--- config.mk ---
export PLATFORM = sky130hd
export DESIGN_NAME = controle_operacoes_matriz
export DESIGN_NICKNAME = d
export VERILOG_FILES = /design/src/rtl/controle_operacoes_matriz_pkg.sv /design/src/rtl/controle_operacoes_matriz_mac.sv /design/src/rtl/controle_operacoes_matriz.sv
export SDC_FILE = /design/constraint.sdc
export NUM_CORES = 1
export LEC_CHECK = 0
export BUFFER_PORTS_ARGS = -buffer_cell sky130_fd_sc_hd__buf_4
export CAP_MARGIN = 20
export CORE_MARGIN = 10
export CORE_UTILIZATION = 40
export CTS_CLUSTER_SIZE = 20
export DETAILED_ROUTE_END_ITERATION = 7
export GPL_ROUTABILITY_DRIVEN = 0
export PLACE_DENSITY = 0.53
export SLEW_MARGIN = 25
export SYNTH_ARGS = -nofsm -noshare
export SYNTH_HDL_FRONTEND = slang
export SYNTH_SLANG_ARGS = --single-unit
--- constraint.sdc ---
create_clock -name clk -period 8.7 [get_ports clk]
set_input_delay 1.74 -clock clk [delete_from_list [all_inputs] [get_ports clk]]
set_output_delay 1.74 -clock clk [all_outputs]
set_load 0.01 [all_outputs]
--- src/rtl/controle_operacoes_matriz_pkg.sv ---
// Shared definitions for the 5x5 matrix operation sequencer: op codes, matrix ids,
// dimension and FSM state encoding.
package pacote_matrizes;

  localparam int DIM = 5;

  typedef enum logic [1:0] {
    OP_SOMA = 2'b00,
    OP_SUB  = 2'b01,
    OP_MUL  = 2'b10,
    OP_INV  = 2'b11
  } op_t;

  localparam logic [1:0] ID_A = 2'b00;
  localparam logic [1:0] ID_B = 2'b01;
  localparam logic [1:0] ID_C = 2'b10;

  typedef enum logic [2:0] {
    ST_IDLE,
    ST_RD_A,
    ST_RD_B,
    ST_CALC,
    ST_WR,
    ST_FIM
  } estado_t;

endpackage

--- src/rtl/controle_operacoes_matriz_mac.sv ---
// Combinational add/sub/multiply-accumulate with overflow detection and result narrowing.
// Define SATURACAO_EN to clamp out-of-range results; otherwise the low WIDTH bits are kept.
module unidade_mac
  import pacote_matrizes::*;
#(
  parameter int WIDTH = 16,
  parameter int ACC_W = 2*WIDTH+3
)(
  input  op_t                     i_op,
  input  logic signed [WIDTH-1:0] i_a,
  input  logic signed [WIDTH-1:0] i_b,
  input  logic signed [ACC_W-1:0] i_acc,
  input  logic                    i_acc_clr,
  output logic signed [ACC_W-1:0] o_acc,
  output logic [WIDTH-1:0]        o_res,
  output logic                    o_ovf
);

  logic signed [WIDTH:0]       w_soma;
  logic signed [2*WIDTH-1:0]   w_prod;
  logic signed [ACC_W-1:0]     w_full;
  logic [ACC_W-WIDTH:0]        w_topo;

  always_comb begin
    if (i_op == OP_SUB)
      w_soma = {i_a[WIDTH-1], i_a} - {i_b[WIDTH-1], i_b};
    else
      w_soma = {i_a[WIDTH-1], i_a} + {i_b[WIDTH-1], i_b};

    w_prod = (2*WIDTH)'(i_a) * (2*WIDTH)'(i_b);
    o_acc  = (i_acc_clr ? '0 : i_acc)
           + {{(ACC_W-2*WIDTH){w_prod[2*WIDTH-1]}}, w_prod};

    w_full = (i_op == OP_MUL) ? o_acc
                              : {{(ACC_W-WIDTH-1){w_soma[WIDTH]}}, w_soma};

    // In range only when every bit above the narrowed sign bit matches it
    w_topo = w_full[ACC_W-1:WIDTH-1];
    o_ovf  = ~((&w_topo) | ~(|w_topo));

`ifdef SATURACAO_EN
    if (o_ovf)
      o_res = w_full[ACC_W-1] ? {1'b1, {(WIDTH-1){1'b0}}} : {1'b0, {(WIDTH-1){1'b1}}};
    else
      o_res = w_full[WIDTH-1:0];
`else
    o_res = w_full[WIDTH-1:0];
`endif
  end

endmodule

--- src/rtl/controle_operacoes_matriz.sv ---
// Sequencer computing C = A op B (add, sub, product) over the 5x5 matrix memory port.
// Build option SATURACAO_EN selects saturating instead of wrapping result writes.
module controle_operacoes_matriz
  import pacote_matrizes::*;
#(
  parameter int DIM   = pacote_matrizes::DIM,
  parameter int WIDTH = 16
)(
  input  logic             clk,
  input  logic             rst_n,
  input  logic             start,
  input  logic [1:0]       op,
  output logic             busy,
  output logic             done,
  output logic             erro,
  output logic             overflow,
  output logic             mem_we,
  output logic             mem_re,
  output logic [1:0]       mem_id,
  output logic [2:0]       mem_linha,
  output logic [2:0]       mem_coluna,
  output logic [WIDTH-1:0] mem_dado_w,
  input  logic [WIDTH-1:0] mem_dado_r
);

  localparam int         ACC_W = 2*WIDTH+3;
  localparam logic [2:0] ULT   = 3'(DIM-1);

  estado_t r_estado, w_estado_nxt;
  op_t     r_op, w_op_nxt;
  logic [2:0] r_i, r_j, r_k;
  logic [2:0] w_i_nxt, w_j_nxt, w_k_nxt;
  logic signed [WIDTH-1:0] r_a;
  logic signed [ACC_W-1:0] r_acc, w_acc_nxt;
  logic [WIDTH-1:0] w_res;
  logic w_ovf, w_erro_nxt, w_aceita;

  logic             w_re_nxt, w_we_nxt;
  logic [1:0]       w_id_nxt;
  logic [2:0]       w_lin_nxt, w_col_nxt;
  logic [WIDTH-1:0] w_dado_nxt;

  unidade_mac #(
    .WIDTH (WIDTH),
    .ACC_W (ACC_W)
  ) u_mac (
    .i_op      (r_op),
    .i_a       (r_a),
    .i_b       (mem_dado_r),
    .i_acc     (r_acc),
    .i_acc_clr (r_k == 3'd0),
    .o_acc     (w_acc_nxt),
    .o_res     (w_res),
    .o_ovf     (w_ovf)
  );

  always_comb begin
    w_estado_nxt = r_estado;
    w_op_nxt     = r_op;
    w_i_nxt      = r_i;
    w_j_nxt      = r_j;
    w_k_nxt      = r_k;
    w_erro_nxt   = 1'b0;
    w_aceita     = 1'b0;
    unique case (r_estado)
      ST_IDLE: begin
        if (start) begin
          if (op_t'(op) == OP_INV) begin
            w_estado_nxt = ST_FIM;
            w_erro_nxt   = 1'b1;
          end else begin
            w_aceita     = 1'b1;
            w_op_nxt     = op_t'(op);
            w_i_nxt      = '0;
            w_j_nxt      = '0;
            w_k_nxt      = '0;
            w_estado_nxt = ST_RD_A;
          end
        end
      end
      ST_RD_A: w_estado_nxt = ST_RD_B;
      ST_RD_B: w_estado_nxt = ST_CALC;
      ST_CALC: begin
        if (r_op == OP_MUL && r_k != ULT) begin
          w_k_nxt      = r_k + 3'd1;
          w_estado_nxt = ST_RD_A;
        end else begin
          w_estado_nxt = ST_WR;
        end
      end
      ST_WR: begin
        w_k_nxt      = '0;
        w_estado_nxt = ST_RD_A;
        if (r_j == ULT) begin
          w_j_nxt = '0;
          if (r_i == ULT) begin
            w_i_nxt      = '0;
            w_estado_nxt = ST_FIM;
          end else begin
            w_i_nxt = r_i + 3'd1;
          end
        end else begin
          w_j_nxt = r_j + 3'd1;
        end
      end
      ST_FIM:  w_estado_nxt = ST_IDLE;
      default: w_estado_nxt = ST_IDLE;
    endcase
  end

  // Memory port values are decoded from the next state so they are registered
  // and valid during the cycle of the state that owns them.
  always_comb begin
    w_re_nxt   = 1'b0;
    w_we_nxt   = 1'b0;
    w_id_nxt   = '0;
    w_lin_nxt  = '0;
    w_col_nxt  = '0;
    w_dado_nxt = '0;
    case (w_estado_nxt)
      ST_RD_A: begin
        w_re_nxt  = 1'b1;
        w_id_nxt  = ID_A;
        w_lin_nxt = w_i_nxt;
        w_col_nxt = (w_op_nxt == OP_MUL) ? w_k_nxt : w_j_nxt;
      end
      ST_RD_B: begin
        w_re_nxt  = 1'b1;
        w_id_nxt  = ID_B;
        w_lin_nxt = (w_op_nxt == OP_MUL) ? w_k_nxt : w_i_nxt;
        w_col_nxt = w_j_nxt;
      end
      ST_WR: begin
        w_we_nxt   = 1'b1;
        w_id_nxt   = ID_C;
        w_lin_nxt  = w_i_nxt;
        w_col_nxt  = w_j_nxt;
        w_dado_nxt = w_res;
      end
      default: ;
    endcase
  end

  always_ff @(posedge clk or negedge rst_n) begin
    if (!rst_n) begin
      r_estado   <= ST_IDLE;
      r_op       <= OP_SOMA;
      r_i        <= '0;
      r_j        <= '0;
      r_k        <= '0;
      r_a        <= '0;
      r_acc      <= '0;
      busy       <= 1'b0;
      done       <= 1'b0;
      erro       <= 1'b0;
      overflow   <= 1'b0;
      mem_we     <= 1'b0;
      mem_re     <= 1'b0;
      mem_id     <= '0;
      mem_linha  <= '0;
      mem_coluna <= '0;
      mem_dado_w <= '0;
    end else begin
      r_estado <= w_estado_nxt;
      r_op     <= w_op_nxt;
      r_i      <= w_i_nxt;
      r_j      <= w_j_nxt;
      r_k      <= w_k_nxt;
      if (r_estado == ST_RD_B)
        r_a <= mem_dado_r;
      if (r_estado == ST_CALC && r_op == OP_MUL)
        r_acc <= w_acc_nxt;
      busy <= (w_estado_nxt == ST_RD_A) || (w_estado_nxt == ST_RD_B) ||
              (w_estado_nxt == ST_CALC) || (w_estado_nxt == ST_WR);
      done <= (w_estado_nxt == ST_FIM);
      erro <= w_erro_nxt;
      if (w_aceita)
        overflow <= 1'b0;
      else if (w_estado_nxt == ST_WR && w_ovf)
        overflow <= 1'b1;
      mem_we     <= w_we_nxt;
      mem_re     <= w_re_nxt;
      mem_id     <= w_id_nxt;
      mem_linha  <= w_lin_nxt;
      mem_coluna <= w_col_nxt;
      mem_dado_w <= w_dado_nxt;
    end
  end

endmodule

==> metrics <==
Post-route DRC=0; half-perimeter wire length after placement=39,800 um; row cnt=75; fill cell count=3,990; CP Launch Type=input port; count leader, synth=inv_1; RSZ-0062 raised after global routing=yes; GRT Util Overall=19.7%; synth unique cells=77; DRT iter0 DRCs=709; htree depth=3; mapped cell area=17,000 um^2; global-route wire length before repair=80,500 um; WP data required=8.93 ns; Syn Inst Count=1,929; post-synthesis mux area share=1.41%; Final setup viols=4; clk_lat worst skew=0.37 ns; Port Buffer Count=50; XOR/XNOR Fraction of Synth Area=4.73%; status=finished, violations left; Slowest-stage cell, CP=fa_1; antenna-violating nets left=0; I/O pins=51; drt pass-1 iters=5; Final Util=49.9%; routed wire length=48,400 um; Post-synth EDFFs=0; die width=226 um; Final Hold Viols=0; CP max stage delay=0.54 ns; number of diodes=0; number of antenna violations at the first check in global routing=2; Max Fclk=0.110 GHz; Die Y=226 um; min cycle time layout=9.11 ns; area leader, netlist=fa_1; largest family of logic cells by synthesized area=adder cells; synth-to-layout area growth=23.2%; core area=42,000 um^2; full die area=51,200 um^2; slew margin rel.=34.8%; average wire per standard cell=17.8 um; Synth area leaders=fa_1 31%, dfrtp_1 14%, ha_1 11%, inv_1 7.1%, nand2_1 6.0%; Commonest cells post-synth=324 x inv_1, 271 x nand2_1, 264 x fa_1; most used cell, CP=fa_1; Synthesis Warnings=0; total CTS buffers=9; violated checks=negative setup slack; Synth Flop Type=dfrtp_1; WP data arrival=9.34 ns; Synth Area in Compound Gates=11.4%; vias per cell=5.10; post-synthesis sequential area ratio=14.0%; CP Class=input port to flop; share of cells above drive strength 1=23.2%; Root Driver=clkbuf_16; Worst Hold Slack=0.466 ns; vias=13,900; Starting Density=40.5%; Async SR Flop Fraction=100%; largest net degree at the start of global routing=56; post-synthesis adder-cell area fraction=41.6%; Tcrit/Tclk final=105%; Synth top area share=31.0%; DP Area=19,800 um^2; post-synthesis simple-gate area fraction=18.2%; via count of the first global-routing pass=15,000; Slew Limit Fails=0; Clock Skews=0.0167 ns; worst slew pin tran=0.979 ns; crit-path max FO=7; maxcap violations=0; Synth Register Bits=95; Setup WS post-layout=-0.411 ns; grt ovf=0; clock slew at reported path FFs=0.08 ns; Max clock buf depth=2; clock sinks=95; design area=21,000 um^2; CTS tree=built; CP Capture Type=flop; Post-layout nets=2,613; Syn Area/Cell=8.83 um^2; worst hold-check path type=flop to flop; Synth Net Count=2,358
## layout make-up
cell class	instances	area, um^2	area share, %
multi-input combinational	1437	13900	66.2
timing repair buffer	317	2510	11.9
sequential	95	2380	11.3
inverter	324	1220	5.79
tap	539	674	3.21
clock buffer	9	225	1.07
clock inverter	7	98.8	0.471
## through the flow
| stage | instances | worst slack [ns] | setup TNS [ns] |
|---|---|---|---|
| detailed placement | 2683 | -0.949 | -4.24 |
| finish | 2728 | -0.411 | -0.995 |
| floorplan | 1929 | -0.318 | -0.430 |
| global route | 2728 | -0.723 | -2.53 |
| CTS | 2718 | -0.395 | -0.909 |
| global placement | 2683 | -0.878 | -3.95 |
## state kept, by name, summed over array words and instances (netlist names)
| signal | cells |
|---|---|
| r_j | 3 |
| done | 1 |
| mem_id | 2 |
| r_k | 3 |
| r_op | 2 |
| r_a | 16 |
| overflow | 1 |
| mem_we | 1 |
| busy | 1 |
| mem_re | 1 |
| r_i | 3 |
| erro | 1 |
| r_acc | 35 |
| mem_coluna | 3 |
| mem_linha | 3 |
| mem_dado_w | 16 |
| r_estado | 3 |
## final timing paths
| check | start | end | slack, ns | cells past startpoint |
|---|---|---|---|---|
| max | mem_dado_r[6] | overflow | -0.41 | 30 |
| min | r_acc[26] | r_acc[26] | 0.47 | 2 |
| max reg2reg | r_a[7] | overflow | 0.28 | 29 |
| min reg2reg | r_acc[26] | r_acc[26] | 0.47 | 2 |
| max in group asynchronous | rst_n | mem_dado_w[5] | 6.22 | 2 |
| min in group asynchronous | rst_n | r_j[0] | 1.34 | 1 |
## critical path, delay by kind of cell
kind / cells / cell delay, ns
xor gates and xnor gates: 1 / 0.22
buffers and inverters: 5 / 0.31
adders and majority gates: 8 / 3.58
and+or+nand+nor: 4 / 0.87
AOI/OAI and AO/OA: 12 / 2.60
## metal layers
layer  global-route usage, %  wire, um
met5                       0        26
met4                    3.31       666
met3                    2.45      2000
met2                    32.9     23000
met1                    27.3     22700
## logic make-up (layout without fill, tap and decap cells)
logic type / Yosys count / in the layout
buffers and inverters: 397 / 657
xor gates and xnor gates: 90 / 90
DFF: 95 / 95
AOI/OAI and AO/OA: 289 / 289
and+or+nand+nor: 628 / 628
adders and majority gates: 408 / 408
muxes: 22 / 22
## cells in the final DEF (no fill, tap or decap), types with 29 or more instances in the layout
cell type	count
a21oi_1	70
xnor2_1	50
a21o_1	29
ha_1	131
dfrtp_1	95
and2_1	142
fa_1	254
nor2_1	70
nand2_1	265
buf_4	295
o21ai_0	41
inv_1	314
## repair_timing
action,CTS,global route
buffers inserted,22,10
setup endpoints to repair,5,11
hold buffers,0,0
gates resized for setup,89,54
hold endpoints to repair,0,0
pin swaps,71,38
Power is not shown: default switching activity piles up to over one toggle a cycle in this logic, so the estimate is an artifact.
